`config.mk`:
```
export PLATFORM = sky130hd
export DESIGN_NAME = ps2_key_ctrl
export DESIGN_NICKNAME = d
export VERILOG_FILES = /design/src/rtl/ps2_key_ctrl.sv
export SDC_FILE = /design/constraint.sdc
export NUM_CORES = 1
export LEC_CHECK = 0
export ABC_AREA = 1
export CAP_MARGIN = 20
export CELL_PAD_IN_SITES_DETAIL_PLACEMENT = 2
export CELL_PAD_IN_SITES_GLOBAL_PLACEMENT = 2
export CORE_MARGIN = 1.5
export CORE_UTILIZATION = 33
export DETAILED_ROUTE_END_ITERATION = 12
export HOLD_SLACK_MARGIN = 0.03
export MAX_ROUTING_LAYER = met4
export PLACE_DENSITY = 0.78
export SETUP_SLACK_MARGIN = 0.2
export SLEW_MARGIN = 20
export SYNTH_ARGS = -nofsm -noshare
export SYNTH_HDL_FRONTEND = slang
export SYNTH_SLANG_ARGS = --single-unit
```
`constraint.sdc`:
```
create_clock -name clk -period 2.45 [get_ports clk]
set_clock_uncertainty 0.05 [all_clocks]
set_input_delay 0.3675 -clock clk [delete_from_list [all_inputs] [get_ports clk]]
set_output_delay 0.3675 -clock clk [all_outputs]
set_load 0.02 [all_outputs]
```
`src/rtl/ps2_key_ctrl.sv`:
```
// PS/2 scan-code assembler: pops receiver FIFO bytes, folds E0/F0
// prefixes into key events. Optional modifier tracking: PS2_KEY_STATUS_EN.
module ps2_key_ctrl #(
  parameter logic [31:0] TIMEOUT = 32'd5_000_000
) (
  input  logic       clk,
  input  logic       clr,
  input  logic       ps2_ready,
  input  logic [7:0] ps2_byte,
  input  logic       ps2_overflow,
  output logic       ps2_rdn,
  output logic [7:0] key_code,
  output logic       key_ext,
  output logic       key_break,
  output logic       key_valid,
  input  logic       key_ack,
  output logic       err,
  output logic [3:0] mods
);

  typedef enum logic [1:0] {
    IDLE,
    FETCH,
    DECODE,
    HOLD
  } state_t;

  state_t      state;
  logic [7:0]  byte_q;
  logic        ext_f;
  logic        brk_f;
  logic [31:0] cnt;
  logic        ovf_q;

  logic ovf_edge;
  logic tmo;
  logic is_e0;
  logic is_f0;
  logic is_aa;
  logic is_bad;

  assign ovf_edge = ps2_overflow & ~ovf_q;
  assign tmo      = (state == IDLE) && !ps2_ready &&
                    (ext_f | brk_f) &&
                    (cnt == TIMEOUT - 32'd1);
  assign is_e0    = (byte_q == 8'hE0);
  assign is_f0    = (byte_q == 8'hF0);
  assign is_aa    = (byte_q == 8'hAA);
  assign is_bad   = (byte_q == 8'h00) || (byte_q == 8'hFF);

  // Sequencer: pop, decode prefixes, hold the event until acknowledged.
  always_ff @(posedge clk or posedge clr) begin
    if (clr) begin
      state     <= IDLE;
      ps2_rdn   <= 1'b1;
      byte_q    <= 8'h00;
      ext_f     <= 1'b0;
      brk_f     <= 1'b0;
      key_code  <= 8'h00;
      key_ext   <= 1'b0;
      key_break <= 1'b0;
      key_valid <= 1'b0;
      err       <= 1'b0;
      ovf_q     <= 1'b0;
    end else begin
      ovf_q   <= ps2_overflow;
      err     <= 1'b0;
      ps2_rdn <= 1'b1;
      unique case (state)
        IDLE: begin
          if (ps2_ready) begin
            state   <= FETCH;
            ps2_rdn <= 1'b0;
          end
        end
        FETCH: begin
          byte_q <= ps2_byte;
          state  <= DECODE;
        end
        DECODE: begin
          state <= IDLE;
          unique case (1'b1)
            is_e0: ext_f <= 1'b1;
            is_f0: brk_f <= 1'b1;
            is_aa: begin
              ext_f <= 1'b0;
              brk_f <= 1'b0;
            end
            is_bad: begin
              err   <= 1'b1;
              ext_f <= 1'b0;
              brk_f <= 1'b0;
            end
            default: begin
              key_code  <= byte_q;
              key_ext   <= ext_f;
              key_break <= brk_f;
              key_valid <= 1'b1;
              state     <= HOLD;
            end
          endcase
        end
        HOLD: begin
          if (key_ack) begin
            key_valid <= 1'b0;
            ext_f     <= 1'b0;
            brk_f     <= 1'b0;
            state     <= IDLE;
          end
        end
      endcase
      // Stale prefix or lost bytes: drop prefixes, flag once.
      if (tmo || ovf_edge) begin
        err   <= 1'b1;
        ext_f <= 1'b0;
        brk_f <= 1'b0;
      end
    end
  end

  // Prefix age counter: counts idle cycles while a prefix is pending.
  always_ff @(posedge clk or posedge clr) begin
    if (clr) begin
      cnt <= 32'd0;
    end else if (!(ext_f | brk_f)) begin
      cnt <= 32'd0;
    end else if (state == IDLE) begin
      if (ps2_ready || tmo) begin
        cnt <= 32'd0;
      end else begin
        cnt <= cnt + 32'd1;
      end
    end
  end

`ifdef PS2_KEY_STATUS_EN
  logic shift_q;
  logic ctrl_q;
  logic alt_q;
  logic caps_q;
  logic caps_held;
  logic dec_evt;

  assign dec_evt = (state == DECODE) &&
                   !(is_e0 | is_f0 | is_aa | is_bad);

  // Modifier state follows each event as it is loaded for the consumer.
  always_ff @(posedge clk or posedge clr) begin
    if (clr) begin
      shift_q   <= 1'b0;
      ctrl_q    <= 1'b0;
      alt_q     <= 1'b0;
      caps_q    <= 1'b0;
      caps_held <= 1'b0;
    end else if (dec_evt) begin
      if ((byte_q == 8'h12 || byte_q == 8'h59) && !ext_f) begin
        shift_q <= ~brk_f;
      end
      if (byte_q == 8'h14) begin
        ctrl_q <= ~brk_f;
      end
      if (byte_q == 8'h11) begin
        alt_q <= ~brk_f;
      end
      if (byte_q == 8'h58) begin
        if (brk_f) begin
          caps_held <= 1'b0;
        end else begin
          caps_held <= 1'b1;
          if (!caps_held) begin
            caps_q <= ~caps_q;
          end
        end
      end
    end
  end

  assign mods = {caps_q, alt_q, ctrl_q, shift_q};
`else
  assign mods = 4'b0000;
`endif

endmodule

```
# Yosys cells after proc, flatten, opt, wreduce, memory -nomap -nowiden
# Cells that the tools add are included.
# classes
bitwise,4
reduce_logical,18
add_sub_neg,1
muxes,21
n_eq_ne,15
# ops
op,count
$mux W32,3
$add A32 B1 Y32 const B,1
$eq A32 B23 Y1 const B,1
$eq A8 B8 Y1 const B,4
$pmux W1 S2,5
$mux W1,9
$reduce_and A3 Y1,3
$logic_not A8 Y1,1
$ne A2 B2 Y1 const B,4
$ne A4 B4 Y1 const B,2
$pmux W2 S4,1
$mux W2,3
$eq A2 B2 Y1 const B,2
$reduce_and A2 Y1,2
$reduce_or A4 Y1,1
$logic_and A1 B1 Y1,3
$logic_or A1 B1 Y1,3
$ne A3 B3 Y1 const B,1
$reduce_bool A3 Y1,1
$eq A2 B1 Y1 const B,1
$logic_not A2 Y1,1
$not A1 Y1,2
$reduce_bool A2 Y1,1
$reduce_or A2 Y1,1
3 further kinds,3
# word_totals
elab_cells,71
output_inout_bits,17
input_bits,13
ff_bits,58

# Logic depth before layout (Yosys ltp)
# Gate-level depths: netlist of run 1.
# logic_depth
ltp_word,8
ltp_mapped,11
mapped_depth_nobuf,11

# Worst setup path before layout of run 1
# OpenSTA, ideal clock, no wires.
# synth_path
path_kind,flip-flop to flip-flop
from,reg cnt[0]
to,reg cnt[21]
path_stages_with_launch,12
period_less_slack_ps,1599
slack_ps,851
arrival_ps,1427
required_ps,2278
n_path_buf,1
setup_time_ps,122
cell_sequence,dfrtp_1 ha_1 inv_1 nor2_2 nand2_1 nor2_2 nand3_4 nand2_2 nand2_2 buf_6 nand2_1 nor2_1
# synth_between
elab_chain_cells,6
elab_cells_between_ends,7
cone_classes,1 x add/sub; 1 x eq/ne; 3 x mux; 2 x reduce/logical
# synth_rtl
item,line_no,source
from (decl),32,logic [31:0] cnt;
from (signal assigned),131,cnt <= cnt + 32'd1;
"parallel branches: the longest is 3 deep, another holds $add A32 B1 Y32",--,
$mux W32 (*),128,if (ps2_ready || tmo) begin
$mux W32 (*),127,end else if (state == IDLE) begin
$mux W32 (*),125,end else if (!(ext_f | brk_f)) begin
# Mark *: on every way between the ends. The select of a mux whose other input is x is not followed.
# A chain may end at the register's enable or synchronous reset.

# Final worst setup path of run 1
# layout_path
from,reg cnt[0]
to,reg cnt[28]
# The elaborated chain is that of the path after synthesis.

==> results.toml, run 1 <==
[status]
status = "completed"

[power]
p_comb_share_pct = 40.0
p_clk_share_pct = 23.0
p_switching_uw = 1560
powerDensity_mw_per_mm2 = 916
sw_frac_of_total_pct = 43.1
p_leak_uw = 0.00177
power_frac_seq_pct = 36.9
ir_drop_mv = 0.448
p_int_uw = 2060

[setup_path]
start_kind = "register"
crit_fanout = 4
crit_path_top_delay_cell = "dfrtp_1"
required_ns = 2.64
path_buf_inv = 3
arrival_ns = 2.24
path_class = "reg -> reg"
crit_chain = "ha_1 -> inv_1 -> nor2_2 -> buf_4 -> nand3_1 -> clkinv_1 -> nand2_1 -> nor2_1 -> nand3_1 -> nand2_1 -> nor2_1"
endpoint_kind = "register"
cpPeakStageDelay_ns = 0.40
cp_top_family = "simple AND/OR/NAND/NOR gates"

[routing]
drt-pass1-iter-count = 4
antenna_left = 0
viasPerCell = 4.99
drtIter0Drc = 81
wl_mm = 11.0
post-route-drc-count = 0
wl_per_cell_um = 17.0
vias = 3242

[logic_synthesis]
synth_area_mm2 = 0.00339
synth.most_common_cell = "nand2_1"
ys_top_cells_by_area = "dfrtp_1 42%, nand2_1 13%, nor2_1 10%"
yosysWarnings = 0
synth_area_leader_cell = "dfrtp_1"
avgSynthCellArea_um2 = 7.08
yosysTopAreaCellShare_pct = 42.1
yosys-top-cells-count = "113 x nand2_1, 90 x nor2_1, 60 x inv_1"
yosys_most_used_dff = "dfrtp_1"
ys_ff_latch = 58
synth_edf_count = 0
yosysSeqAreaShare_pct = 42.8
async_flop_share_pct = 100
netlist_instances = 479
synth_cell_type_count = 33

[timing]
setup_tns_ns = 0
finalSetupViolCount = 0
tightest_slew_ns = 0.563
drv_slew = 0
fin_crit_sh_pct = 83.6
hold_viol = 0
slew_headroom_pct = 62.4
period_needed_ns = 2.05
fmax_mhz = 488
layout_setup_ws_ns = 0.402
rsz0062_at_grt = "no"

[die]
dieArea_mm2 = 0.0109
die_x_um = 104
pin_count = 30
initial_core_util_pct = 34.4
chipHeight_um = 104
core-area_mm2 = 0.00986
num_rows = 36

[finish]
drive_above_1_share_pct = 9.48
antenna_cells = 0
nNetsFinal = 526
fillers = 1207
area_growth_syn_to_layout_pct = 16.6

[worst_hold_path]
min_path_type = "in -> async"

[grt]
grt_max_degree = 37
grt_usage_pct = 22.5
antenna_found_initial = 0
grt_pass1_wl_mm = 18.5
grt_remaining_overflow = 0
grt_pass1_vias = 3464

[cts]
cts_tree = "built"
cts_setup_buffers = 0
cts_max_level = 3
cts-root-buf = "clkbuf_8"
clk_latency_ns = 0.36
clk_path_buf_depth = 2
path_clk_slew_ns = 0.07
cts_num_sinks = 58
cts_buffers = 9

[placed_design]
hpwl_mm = 8.46
portBuffers = 25
post-place-ws_ns = 0.305
gp_congestion = 0.839

[job]
maxCapViolations = 0
-- tightest hold or removal path, delay by kind of cell --
family | cells | cell delay (ns)
buf+inv | 3 | 0.77
-- layout make-up --
| cell class | instances | area, µm² | area share, % |
|---|---|---|---|
| clock buffer | 13 | 159 | 4.02 |
| clock inverter | 3 | 15.0 | 0.380 |
| inverter | 65 | 244 | 6.17 |
| multi-input combinational | 348 | 1630 | 41.2 |
| sequential | 58 | 1450 | 36.7 |
| tap | 133 | 166 | 4.21 |
| timing repair buffer | 30 | 288 | 7.28 |
-- kinds of logic (layout without fill, tap and decap cells) --
| kind of cell | Yosys count | in the layout | share of synthesized area [%] |
|---|---|---|---|
| other cells | 1 | 4 | 0.111 |
| xor+xnor | 9 | 9 | 2.32 |
| compound gates | 44 | 44 | 7.05 |
| fa+ha+maj | 1 | 1 | 0.369 |
| simple gates | 290 | 290 | 37.7 |
| flops | 58 | 58 | 42.8 |
| buf+inv | 76 | 111 | 9.63 |
-- flip-flops by register name, summed over array words and instances (netlist names) --
name       count
ps2_rdn        1
key_code       8
key_valid      1
ext_f          1
state          2
cnt           32
key_ext        1
brk_f          1
key_break      1
byte_q         8
err            1
ovf_q          1
-- stage by stage --
stage	cell area [µm²]	hold WS [ns]	std cells	util (%)	power, µW
CTS	3950	0.342	650	40.0	3650
global placement	3770	0.406	634	38.3	2740
floorplan	3400	0.349	482	-	2320
detailed placement	3770	0.428	634	38.3	2800
global route	3960	0.377	650	40.1	3870
finish	3960	0.328	650	40.1	3620
-- worst paths after layout --
path,slack [ns],cells after the start,to,startpoint
worst max-delay path,0.40,11,cnt[28]$_DFFE_PP0P_,cnt[0]$_DFFE_PP0P_
worst min-delay path,0.33,3,cnt[5]$_DFFE_PP0P_,clr
worst max register to register,0.40,11,cnt[28]$_DFFE_PP0P_,cnt[0]$_DFFE_PP0P_
worst min register to register,0.44,2,key_code[0]$_DFFE_PP0P_,key_code[0]$_DFFE_PP0P_
max in group asynchronous,1.59,3,ps2_rdn$_DFF_PP1_,clr
min in group clk,0.42,1,ovf_q$_DFF_PP0_,ps2_overflow
-- power by group through the flow --
| stage | sequential [µW] | clock (µW) | combinational (µW) |
|---|---|---|---|
| after floorplan | 1430 | 0 | 884 |
| after global placement | 1340 | 0 | 1400 |
| after detailed placement | 1350 | 0 | 1450 |
| after CTS | 1340 | 844 | 1470 |
| after global routing | 1370 | 885 | 1620 |
| final | 1340 | 834 | 1450 |
-- layer usage --
metal  global-route usage (%)  up-vias  routed length, µm
li1                         -     1565                  -
met1                     29.4     1625               5250
met2                     35.6       37               5370
met3                     2.94       15                269
met4                     8.04        0                154
met5                        -        -                  0
-- cell usage in the layout, fill, tap and decap left out, drive strengths merged --
cell and count:
buf 5, o21ai 24, nor3 19, inv 64
dfstp 1, clkdlybuf4s50 25, o22ai 3, nor4 2
a21oi 17, nand3 42, xnor2 5, nand4 9
xor2 4, clkbuf 13, clkinv 4, ha 1
dfrtp 57, conb 4, nand2 118, nor2b 1
nor2 99
-- timing repair --
action	4_1_cts	5_1_grt
resized for setup	0	1
setup endpoints to repair	0	8
hold buffers	0	0
Power figures use the tool's default switching activity.
==> run 2: changes to the inputs <==
Clock period 2.45 ns to 1.91 ns, I/O delays scaled along.
==> run 2 against run 1 <==
The flow now finishes with violations (negative setup slack). Fmax grew 2.5%. Non-clock buffer count grew 35. Register-to-register slack lost 0.49 ns. Design area grew 18%. Total power grew 46%. Via count grew 12%. Die area is the same. Sequential share of layout area shrank 5.3 points. Setup slack lost 0.49 ns. Critical path type unchanged. Highest routed layer unchanged.
==> results.toml, run 2 (synthesis results as in run 1) <==
[status]
status = "finished, violations left"
failed_checks = "negative setup slack"

[cts]
path_clk_slew_ns = 0.08
clk_latency_ns = 0.36
cts_tree = "built"
cts_buffers = 9
clk_path_buf_depth = 2
hold_buffers = 0
cts_max_level = 3
cts_num_sinks = 58
cts-root-buf = "clkbuf_8"

[die]
die_x_um = 104
pin_count = 30
num_rows = 36
initial_core_util_pct = 34.4
chipHeight_um = 104
core-area_mm2 = 0.00986
dieArea_mm2 = 0.0109

[finish]
antenna_cells = 0
multi_input_area_mm2 = 0.00197
design_area_mm2 = 0.00465
drive_above_1_share_pct = 28.4
final_common_cell = "nand2_1"
fillers = 1115
nNetsFinal = 561
seq_area_mm2 = 0.00146
final_cell_mix = "100 x nand2_1, 67 x nor2_1, 52 x inv_1"
reg.largest.list = "cnt: 32 flops, byte_q: 8 flops, key_code: 8 flops"
regMostFlops = "cnt"
largest_reg_flops = 32
area_growth_syn_to_layout_pct = 37.2
fin_cells = 685

[timing]
tightest_slew_ns = 0.544
fmax_mhz = 501
setup_tns_ns = -0.168
slew_headroom_pct = 63.6
layout_setup_ws_ns = -0.0879
drv_slew = 0
finalSetupViolCount = 3
rsz0062_at_grt = "yes"
hold_viol = 0
fin_crit_sh_pct = 105
period_needed_ns = 2.00

[grt]
grt_pass1_vias = 4107
grt_usage_pct = 28.1
antenna_found_initial = 0
grt_remaining_overflow = 0
grt_max_degree = 59
grt_pass1_wl_mm = 23.0

[setup_path]
endpoint_kind = "register"
start_kind = "register"
crit_fanout = 4
path_class = "reg -> reg"
worst-r2r-cell-count = 9
required_ns = 2.11
reg2reg_to = "cnt[24]$_DFFE_PP0P_"
rrSetupSlack_ns = -0.09
reg2reg_from = "cnt[1]$_DFFE_PP0P_"
arrival_ns = 2.19

[routing]
vias = 3639
viasPerCell = 5.31
drtIter0Drc = 174
wl_per_cell_um = 22.6
antenna_left = 0
post-route-drc-count = 0
wl_mm = 15.5
drt-pass1-iter-count = 5

[power]
total_power_uw = 5290
ir_drop_mv = 0.625
p_leak_uw = 0.00207
powerDensity_mw_per_mm2 = 1140

[placed_design]
portBuffers = 25
dpl_cell_area_mm2 = 0.00389
gp_congestion = 0.885
hpwl_mm = 8.78
post-place-ws_ns = 0.0122
dp.cells = 648

[worst_hold_path]
min_path_type = "in -> async"

[job]
maxCapViolations = 0
-- run 2: changes by cell type in the layout (fill, tap and decap cells not counted), moves of 5 or more --
cell and change:
nand2_2 +8, nor2_1 -23, buf_4 +24, dfrtp_1 -6
nand3_1 -11, nor2_2 +11, buf_6 +5, inv_1 -7
nand2_1 -13, nor2_4 +12, nand3_2 +9, dfrtp_2 +6
-- run 2: layer usage --
layer | global-route usage, % | routed length [µm]
met1 | 32.5 | 6340
met2 | 47.5 | 7900
met3 | 6.89 | 758
met4 | 9.92 | 455
met5 | - | 0
-- run 2: worst max path at each step --
stage / from / end / slack [ns] / cells past startpoint
CTS: state[1]$_DFFE_PP0P_ / cnt[19]$_DFFE_PP0P_ / 0.17 / 9
finish: cnt[1]$_DFFE_PP0P_ / cnt[24]$_DFFE_PP0P_ / -0.09 / 9
floorplan: cnt[0]$_DFFE_PP0P_ / cnt[21]$_DFFE_PP0P_ / 0.31 / 11
detailed placement: cnt[0]$_DFFE_PP0P_ / cnt[30]$_DFFE_PP0P_ / 0.01 / 9
global route: cnt[1]$_DFFE_PP0P_ / cnt[20]$_DFFE_PP0P_ / -0.14 / 9
global placement: ps2_ready / cnt[29]$_DFFE_PP0P_ / 0.1 / 8
-- run 2: report_power, final --
part	total (µW)	leakage [µW]	internal (µW)	switching (µW)
Combinational	2450	0.00125	867	1580
Clock	1090	0.0000851	500	590
Sequential	1750	0.000739	1510	241
Total	5290	0.00207	2870	2420
-- run 2: area by class of cell --
class,count,area share (%)
sequential,58,31.4
inverter,65,5.49
tap,133,3.58
multi-input combinational,348,42.3
clock inverter,5,0.646
timing repair buffer,65,13.6
clock buffer,11,3.04
-- run 2: critical path: stages, from the launching register on --
cell and delay, ns:
dfrtp_1 0.44, ha_2 0.23, inv_2 0.06, nor2_4 0.19
nand3_2 0.12, clkinv_1 0.16, nand3_4 0.15, nor2_1 0.13
a21oi_1 0.10, a21oi_1 0.26
-- run 2: timing repair --
item / 4_1_cts / 5_1_grt
buffers inserted: 11 / 9
pin swaps: 20 / 21
setup endpoints to repair: 46 / 49
gates cloned: 1 / 0
gates resized for setup: 55 / 64
-- run 2: per-stage QoR --
stage | util (%) | hold WS (ns)
after floorplan | - | 0.268
after global placement | 39.5 | 0.404
after detailed placement | 39.5 | 0.426
after CTS | 44.3 | 0.332
after global routing | 47.2 | 0.337
final | 47.2 | 0.309
